$ cat src/rtl/disp_scan4.sv
// Four-digit multiplexed 7-segment scanner: staged value transfers to the
// displayed register only at frame boundaries; per-slot nibble/point/anode drive.
module disp_scan4 #(
  parameter int CLK_DIV  = 50000,
  parameter int LZ_BLANK = 0
) (
  input  logic        clk,
  input  logic        rst_n,
  input  logic [15:0] value,
  input  logic [3:0]  dots,
  input  logic [3:0]  blank,
  input  logic        load,
  output logic [3:0]  digit_data,
  output logic        digit_point,
  output logic [3:0]  anodes,
  output logic        frame_done,
  output logic        pending
);

  localparam int            PW   = (CLK_DIV > 1) ? $clog2(CLK_DIV) : 1;
  localparam logic [PW-1:0] LAST = PW'(CLK_DIV - 1);

  logic [PW-1:0] cnt;
  logic [1:0]    idx;
  logic          tick;
  logic          boundary;
  logic          fd_r;

  logic [15:0]   val_p0;
  logic [3:0]    dots_p0;
  logic [3:0]    blank_p0;
  logic          vld_p0;

  logic [15:0]   val_p1;
  logic [3:0]    dots_p1;
  logic [3:0]    blank_p1;

  logic          off;

  // A digit above position 0 is suppressed when it and every higher nibble are zero.
  function automatic logic lz_off(input logic [15:0] v, input logic [1:0] i);
    return (LZ_BLANK != 0) && (i != 2'd0) && ((v >> {i, 2'b00}) == 16'd0);
  endfunction

  assign tick     = (cnt == LAST);
  assign boundary = tick && (idx == 2'd3);

  always_ff @(posedge clk) begin
    if (!rst_n) begin
      cnt      <= '0;
      idx      <= 2'd0;
      fd_r     <= 1'b0;
      vld_p0   <= 1'b0;
      val_p0   <= 16'd0;
      dots_p0  <= 4'd0;
      blank_p0 <= 4'b1111;
      val_p1   <= 16'd0;
      dots_p1  <= 4'd0;
      blank_p1 <= 4'b1111;
    end else begin
      cnt  <= tick ? '0 : cnt + PW'(1);
      fd_r <= boundary;
      if (tick)
        idx <= idx + 2'd1;

      // p0 -> p1: staged data moves to the display only at a frame boundary
      if (boundary && vld_p0) begin
        val_p1   <= val_p0;
        dots_p1  <= dots_p0;
        blank_p1 <= blank_p0;
      end

      // input -> p0: a load in the boundary cycle keeps pending for the next frame
      if (load) begin
        val_p0   <= value;
        dots_p0  <= dots;
        blank_p0 <= blank;
        vld_p0   <= 1'b1;
      end else if (boundary) begin
        vld_p0   <= 1'b0;
      end
    end
  end

  // p1 -> outputs: combinational slot decode from registered idx and display state
  assign digit_data  = val_p1[{idx, 2'b00} +: 4];
  assign digit_point = dots_p1[idx];
  assign off         = blank_p1[idx] | lz_off(val_p1, idx);
  assign anodes      = off ? 4'b1111 : ~(4'b0001 << idx);
  assign frame_done  = fd_r;
  assign pending     = vld_p0;

endmodule

$ cat config.mk
export PLATFORM = sky130hd
export DESIGN_NAME = disp_scan4
export DESIGN_NICKNAME = d
export VERILOG_FILES = /design/src/rtl/disp_scan4.sv
export SDC_FILE = /design/constraint.sdc
export NUM_CORES = 1
export LEC_CHECK = 0
export BUFFER_PORTS_ARGS = -buffer_cell sky130_fd_sc_hd__buf_2
export CORE_MARGIN = 2
export CORE_UTILIZATION = 55
export DETAILED_ROUTE_END_ITERATION = 10
export GPL_ROUTABILITY_DRIVEN = 0
export PLACE_DENSITY = 0.81
export SETUP_SLACK_MARGIN = 0.05
export SLEW_MARGIN = 25
export SYNTH_ARGS = -nofsm -noshare
export SYNTH_HDL_FRONTEND = slang
export SYNTH_SLANG_ARGS = --single-unit
$ cat constraint.sdc
create_clock -name clk -period 4.3 [get_ports clk]
set_clock_uncertainty 0.15 [all_clocks]
set_input_delay 0.215 -clock clk [delete_from_list [all_inputs] [get_ports clk]]
set_output_delay 0.215 -clock clk [all_outputs]
set_load 0.01 [all_outputs]
==> run metrics, run 1 <==
Iter 0 DRT Violations=199; setup slack after layout=1690 ps; vias in the first global route=2201; DRC=0; CTS clock-pin slew for the worst setup and hold paths=60 ps; final hold violations=0; port bufs=37; Hold Crit Class=in -> reg; clk buf depth=2; DRT antenna net count=0; Synth Area per Inst=9.85 µm²; Slew @ Worst Pin=894 ps; pwr dens=332 mW/mm²; crit path launch type=flip-flop; CTS root buf=clkbuf_8; share of layout cells above drive strength 1=0.171; TNS Setup=0 ps; Slew Limit Fails=0; period utilization=0.606; core area=0.00514 mm²; CP Class=reg -> reg; first-pass GRT wire length=10.2 mm; placed inst area=0.00312 mm²; max_slew headroom=0.404; cts hold-fix bufs=18; GRT overflow=0; WL per Instance=14.0 µm; final WL=5.82 mm; Mapped Area=0.00293 mm²; Layout area overhead=17.5%; Synth Warn #=0; vias per inst=5.44; routed via count=2264; DIE WIDTH=77.0 µm; Worst VDD drop=0.252 mV; TritonCTS buffer count=9; Initial Util=0.571; P_leak=1.30 nW; fin crit period=2610 ps; CP Data Required Time=4360 ps; distinct cell type count after synthesis=30; Ports=38; Yosys reg bits=68; Die Height=77.0 µm; run status=finished clean; Placement Rows=26; asr flop ratio synth=0; CTS resizes=0; CTS H-tree lvls=3; ant diodes=0; Synthesized Nets=330; Critical Path End Type=flip-flop; Top FF cell, synth=dfxtp_1; Final setup violation count=0; Final Total Pwr=1.15 mW; DP Worst Slack=1690 ps; Post-CTS Setup Inserts=0; Initial DRT Pass Iterations=4; final core occ=0.671; die area=0.00594 mm²; Synth Instances=298; RSZ-0062 raised after global routing=no; worst skew pair latency=330 ps; fin nets=377; dpl hpwl=3.73 mm; post-synthesis sequential area ratio=0.464; initial antenna violation count=0; EDFF count, synth=0; CP max FO=27; max cap viols=0; design area=0.00345 mm²; Critical Path AT=2670 ps; largest net degree at the start of global routing=56; f_max=384 MHz; CTS tree=built; TritonCTS Sinks=68; GRT Total Usage=0.216
[critical path: stages, from the launching register on]
cell     delay [ps]
dfxtp_1         350
or4_4           560
or4_1           940
nand2_2         400
nor2_1           90
[metrics by stage]
stage               hold WS, ps  cells
floorplan                   193    298
global placement            280    385
detailed placement          289    386
CTS                        1.13    416
global route               37.8    416
finish                     6.06    416
[cells by family (layout without fill, tap and decap cells)]
group | after synthesis | count (layout) | synth area share
AOI/OAI and AO/OA | 47 | 47 | 0.0998
and+or+nand+nor | 107 | 107 | 0.199
adders and majority gates | 5 | 5 | 0.0213
xor gates and xnor gates | 15 | 15 | 0.0448
DFF | 68 | 68 | 0.464
muxes | 30 | 30 | 0.128
buffers and inverters | 26 | 74 | 0.0431
[placed cells by master (no fill, tap or decap), drive strengths merged]
master       synthesis  routed
dfxtp               68      68
buf                  6      40
nand3               34      34
mux2i               24      24
o21ai               24      24
a21boi              22      22
nor2b               20      20
dlygate4sd3          0      18
nor2                17      17
clkbuf              16      12
xnor2               11      11
nand2               11      11
mux4                 6       6
ha                   5       5
nor4                 5       5
inv                  4       4
nand2b               4       4
xor2                 4       4
and2                 3       3
nand4                3       3
nor3                 3       3
and3                 3       3
or4                  2       2
nand4bb              1       1
nand4b               1       1
o21a                 1       1
[per-layer routing]
layer | wire (µm) | part of all wire | GRT usage
met5 | 0 | 0 | 0
met4 | 78 | 0.013 | 0.0875
met2 | 2650 | 0.45 | 0.341
met1 | 2840 | 0.49 | 0.292
met3 | 261 | 0.045 | 0.0424
[worst paths after layout]
| path | startpoint | to | slack (ps) | depth (start not counted) |
|---|---|---|---|---|
| worst max register to register | cnt[13] | cnt[15] | 1690 | 4 |
| worst max-delay path | cnt[13] | cnt[15] | 1690 | 4 |
| worst min register to register | cnt[0] | cnt[0] | 310 | 1 |
| worst min-delay path | dots[1] | dots_p0[1] | 6 | 3 |
[final cells by class]
| class | instances | area [µm²] |
|---|---|---|
| multi-input cells | 204 | 1450 |
| fillers | 429 | 1690 |
| repair buffers | 58 | 392 |
| inverters | 4 | 15.0 |
| well taps | 70 | 87.6 |
| clock buffers | 12 | 145 |
| flip-flops and latches | 68 | 1360 |
[registers in the layout, indices dropped and copies added (netlist names)]
name and flops:
pending 1, val_p1 16, blank_p0 4, cnt 16, blank_p1 4, frame_done 1, val_p0 16, dots_p0 4
dots_p1 4, idx 2
[where the power goes]
part	total (mW)	leakage, nW	internal, mW	switching [mW]
sequential	0.658	0.554	0.647	0.0116
clock	0.418	0.0743	0.213	0.205
combinational	0.0698	0.673	0.0414	0.0283
[cells in the mapped netlist (all sizes together), types with 4 or more instances]
master,n,area share
dfxtp,68,0.46
nand3,34,0.058
mux2i,24,0.082
o21ai,24,0.041
a21boi,22,0.056
nor2b,20,0.043
nor2,17,0.022
clkbuf,16,0.020
nand2,11,0.015
xnor2,11,0.033
buf,6,0.017
mux4,6,0.046
ha,5,0.021
nor4,5,0.016
inv,4,0.0051
nand2b,4,0.0085
xor2,4,0.012
No activity file was read; power rests on OpenSTA's default activity.
==> run 2, diff against run 1 <==
--- a/config.mk
+++ b/config.mk
@@ -5,6 +5,7 @@
 export SDC_FILE = /design/constraint.sdc
 export NUM_CORES = 1
 export LEC_CHECK = 0
+export ABC_AREA = 1
 export BUFFER_PORTS_ARGS = -buffer_cell sky130_fd_sc_hd__buf_2
 export CORE_MARGIN = 2
 export CORE_UTILIZATION = 55
==> constraint.sdc (replaced) <==
create_clock -name clk -period 2.6 [get_ports clk]
set_clock_uncertainty 0.15 [all_clocks]
set_input_delay 0.13 -clock clk [delete_from_list [all_inputs] [get_ports clk]]
set_output_delay 0.13 -clock clk [all_outputs]
set_load 0.01 [all_outputs]
==> run metrics, run 2 <==
Sw Pwr=0.466 mW (was 0.245 mW); CP Cell Sequence=inv_1 -> o21ai_0 -> a21oi_1 -> a21oi_1 -> buf_2 (was or4_4 -> or4_1 -> nand2_2 -> nor2_1); Hold Crit Class=in -> reg (unchanged); WL per Instance=11.6 µm (was 14.0 µm); share of layout cells above drive strength 1=0.132 (was 0.171); vias per inst=4.94 (was 5.44); Post-CTS Setup Inserts=0 (unchanged); largest registers=cnt: 16 flops, val_p0: 16 flops, val_p1: 16 flops (unchanged); Ports=38 (unchanged); Reg area=0.00136 mm² (unchanged); Worst VDD drop=0.502 mV (was 0.252 mV); DIE WIDTH=77.3 µm (was 77.0 µm); CP bufs+invs=2 (was 0); Final setup violation count=0 (unchanged); Critical Path AT=1910 ps (was 2670 ps); dpl hpwl=3.86 mm (was 3.73 mm); CP Class=reg -> out (was reg -> reg); Synth Warn #=0 (unchanged); DRT antenna net count=0 (unchanged); cells taking the most area after synthesis=dfxtp_1 46%, nor2_1 14%, nand2_1 11% (was dfxtp_1 46%, mux2i_1 8.2%, nand3_1 5.8%); Multi-input gate area=0.00135 mm² (was 0.00145 mm²); most common cell in the netlist=nor2_1 (was dfxtp_1); list of most frequent post-synthesis cells=108 x nor2_1, 83 x nand2_1, 68 x dfxtp_1 (was 68 x dfxtp_1, 34 x nand3_1, 24 x mux2i_1, 24 x o21ai_1, 22 x a21boi_1); most common cell after layout, fill and taps aside=nor2_1 (was dfxtp_1); Mapped Area=0.00296 mm² (was 0.00293 mm²); largest net degree at the start of global routing=45 (was 56); CTS resizes=0 (unchanged); ant diodes=0 (unchanged); Slew Limit Fails=0 (unchanged); f_max=456 MHz; final hold violations=0 (unchanged); routed via count=2706 (was 2264); Initial Util=0.575 (was 0.571); Initial DRT Pass Iterations=4 (unchanged); most frequent cells in the layout=108 x nor2_1, 83 x nand2_1, 68 x dfxtp_1, 37 x inv_1, 37 x buf_2 (was 68 x dfxtp_1, 37 x buf_2, 34 x nand3_1, 24 x mux2i_1, 24 x o21ai_1); clk buf depth=2 (unchanged); Synth area leader=dfxtp_1 (unchanged); max_slew headroom=0.601 (was 0.404); Pint=1.69 mW (was 0.901 mW); worst skew pair latency=330 ps (about the same); GRT Total Usage=0.228 (was 0.216); Final Total Pwr=2.16 mW (was 1.15 mW); distinct cell type count after synthesis=27 (was 30); CTS H-tree lvls=3 (unchanged); max cap viols=0 (unchanged); Layout area overhead=21.9% (was 17.5%); core area=0.00514 mm² (unchanged); TritonCTS buffer count=9 (unchanged); TNS Setup=0 ps (unchanged); first-pass GRT wire length=10.9 mm (was 10.2 mm); crit path launch type=flip-flop (unchanged); DRC=0 (unchanged); FILL cells=427 (was 429); post-synthesis sequential area ratio=0.460 (was 0.464); CP Data Required Time=2320 ps (was 4360 ps); period utilization=0.844; Logic pwr share=0.054 (was 0.061); CTS root buf=clkbuf_8 (unchanged); CP peak stage delay=520 ps (was 940 ps); Iter 0 DRT Violations=133 (was 199); port bufs=37 (unchanged); share of the synthesized area in the top cell type=0.460 (was 0.464); cts hold-fix bufs=24 (was 18); Yosys reg bits=68 (unchanged); Synth Area per Inst=7.04 µm² (was 9.85 µm²); pwr dens=599 mW/mm² (was 332 mW/mm²); initial antenna violation count=0 (unchanged); Sequential Power Share=0.505 (was 0.575); fin crit period=2190 ps; Die Height=77.3 µm (was 77.0 µm); vias in the first global route=2516 (was 2201); CP top delay family=compound AO/OA/AOI/OAI gates (was simple AND/OR/NAND/NOR gates); Top FF cell, synth=dfxtp_1 (unchanged); CP max FO=21 (was 27); CTS tree=built (unchanged); crit path max-delay cell type=dfxtp_1 (was or4_1); die area=0.00598 mm² (was 0.00594 mm²); TritonCTS Sinks=68 (unchanged); asr flop ratio synth=0 (unchanged); clock share of power=0.441 (was 0.364); GRT overflow=0 (unchanged); RSZ-0062 raised after global routing=no (unchanged); Synthesized Nets=452 (was 330); EDFF count, synth=0 (unchanged); Critical Path End Type=output pin (was flip-flop); most frequent CP cell=a21oi_1; P_leak=1.68 nW (was 1.30 nW); Synth Instances=420 (was 298); switching share of power=0.216 (was 0.214); run status=finished clean (unchanged); Slew @ Worst Pin=598 ps (was 894 ps); Placement Rows=26 (unchanged); final WL=6.35 mm (was 5.82 mm); fin nets=505 (was 377); CTS clock-pin slew for the worst setup and hold paths=70 ps (was 60 ps)
## run 2: cell families after synthesis
kind of cell               synth area share
and+or+nand+nor                       0.319
DFF                                   0.460
adders and majority gates            0.0212
xor gates and xnor gates             0.0237
buffers and inverters                0.0829
AOI/OAI and AO/OA                    0.0931
## run 2: area by class of cell
class                   count  share of cell area
flip-flops and latches     68               0.378
multi-input cells         293               0.375
repair buffers             62               0.120
inverters                  39              0.0406
clock buffers              10              0.0382
clock inverters             6              0.0243
well taps                  70              0.0243
## run 2: power groups by stage
stage / Combinational, mW / Sequential [mW] / Clock, mW
after global placement: 0.0848 / 1.11 / 0
after detailed placement: 0.0870 / 1.11 / 0
after floorplan: 0.0552 / 1.11 / 0
after CTS: 0.115 / 1.09 / 0.974
after global routing: 0.132 / 1.09 / 1.01
final: 0.116 / 1.09 / 0.953
## run 2: worst reg2reg max path, delay by kind of cell (launching register included)
kind,cells,cell delay [ps]
fa+ha+maj,1,380
simple gates,3,860
flops,1,520
## run 2: metrics by stage
step | std cells | instance area (µm²) | util | worst slack [ps] | hold WS [ps]
after global placement | 508 | 3140 | 0.611 | 677 | 193
after CTS | 548 | 3600 | 0.701 | 392 | 24.9
final | 548 | 3600 | 0.701 | 407 | 44.1
after detailed placement | 508 | 3140 | 0.611 | 586 | 201
after floorplan | 420 | 2960 | - | 954 | 106
after global routing | 548 | 3600 | 0.701 | 266 | 60.1
## run 2: path summary, 6_finish.rpt
path,depth (start not counted),from,endpoint,slack (ps)
min reg2reg,1,cnt[0],cnt[0],310
min,2,rst_n,blank_p0[2],40
max reg2reg,4,idx[0],val_p1[3],590
max,5,idx[0],digit_data[2],410
## run 2: per-layer routing
metal	track usage	share of wire	vias up
li1	-	-	1414
met1	0.273	0.44	1211
met2	0.380	0.50	67
met3	0.0372	0.037	14
met4	0.146	0.019	0
met5	0	0	-
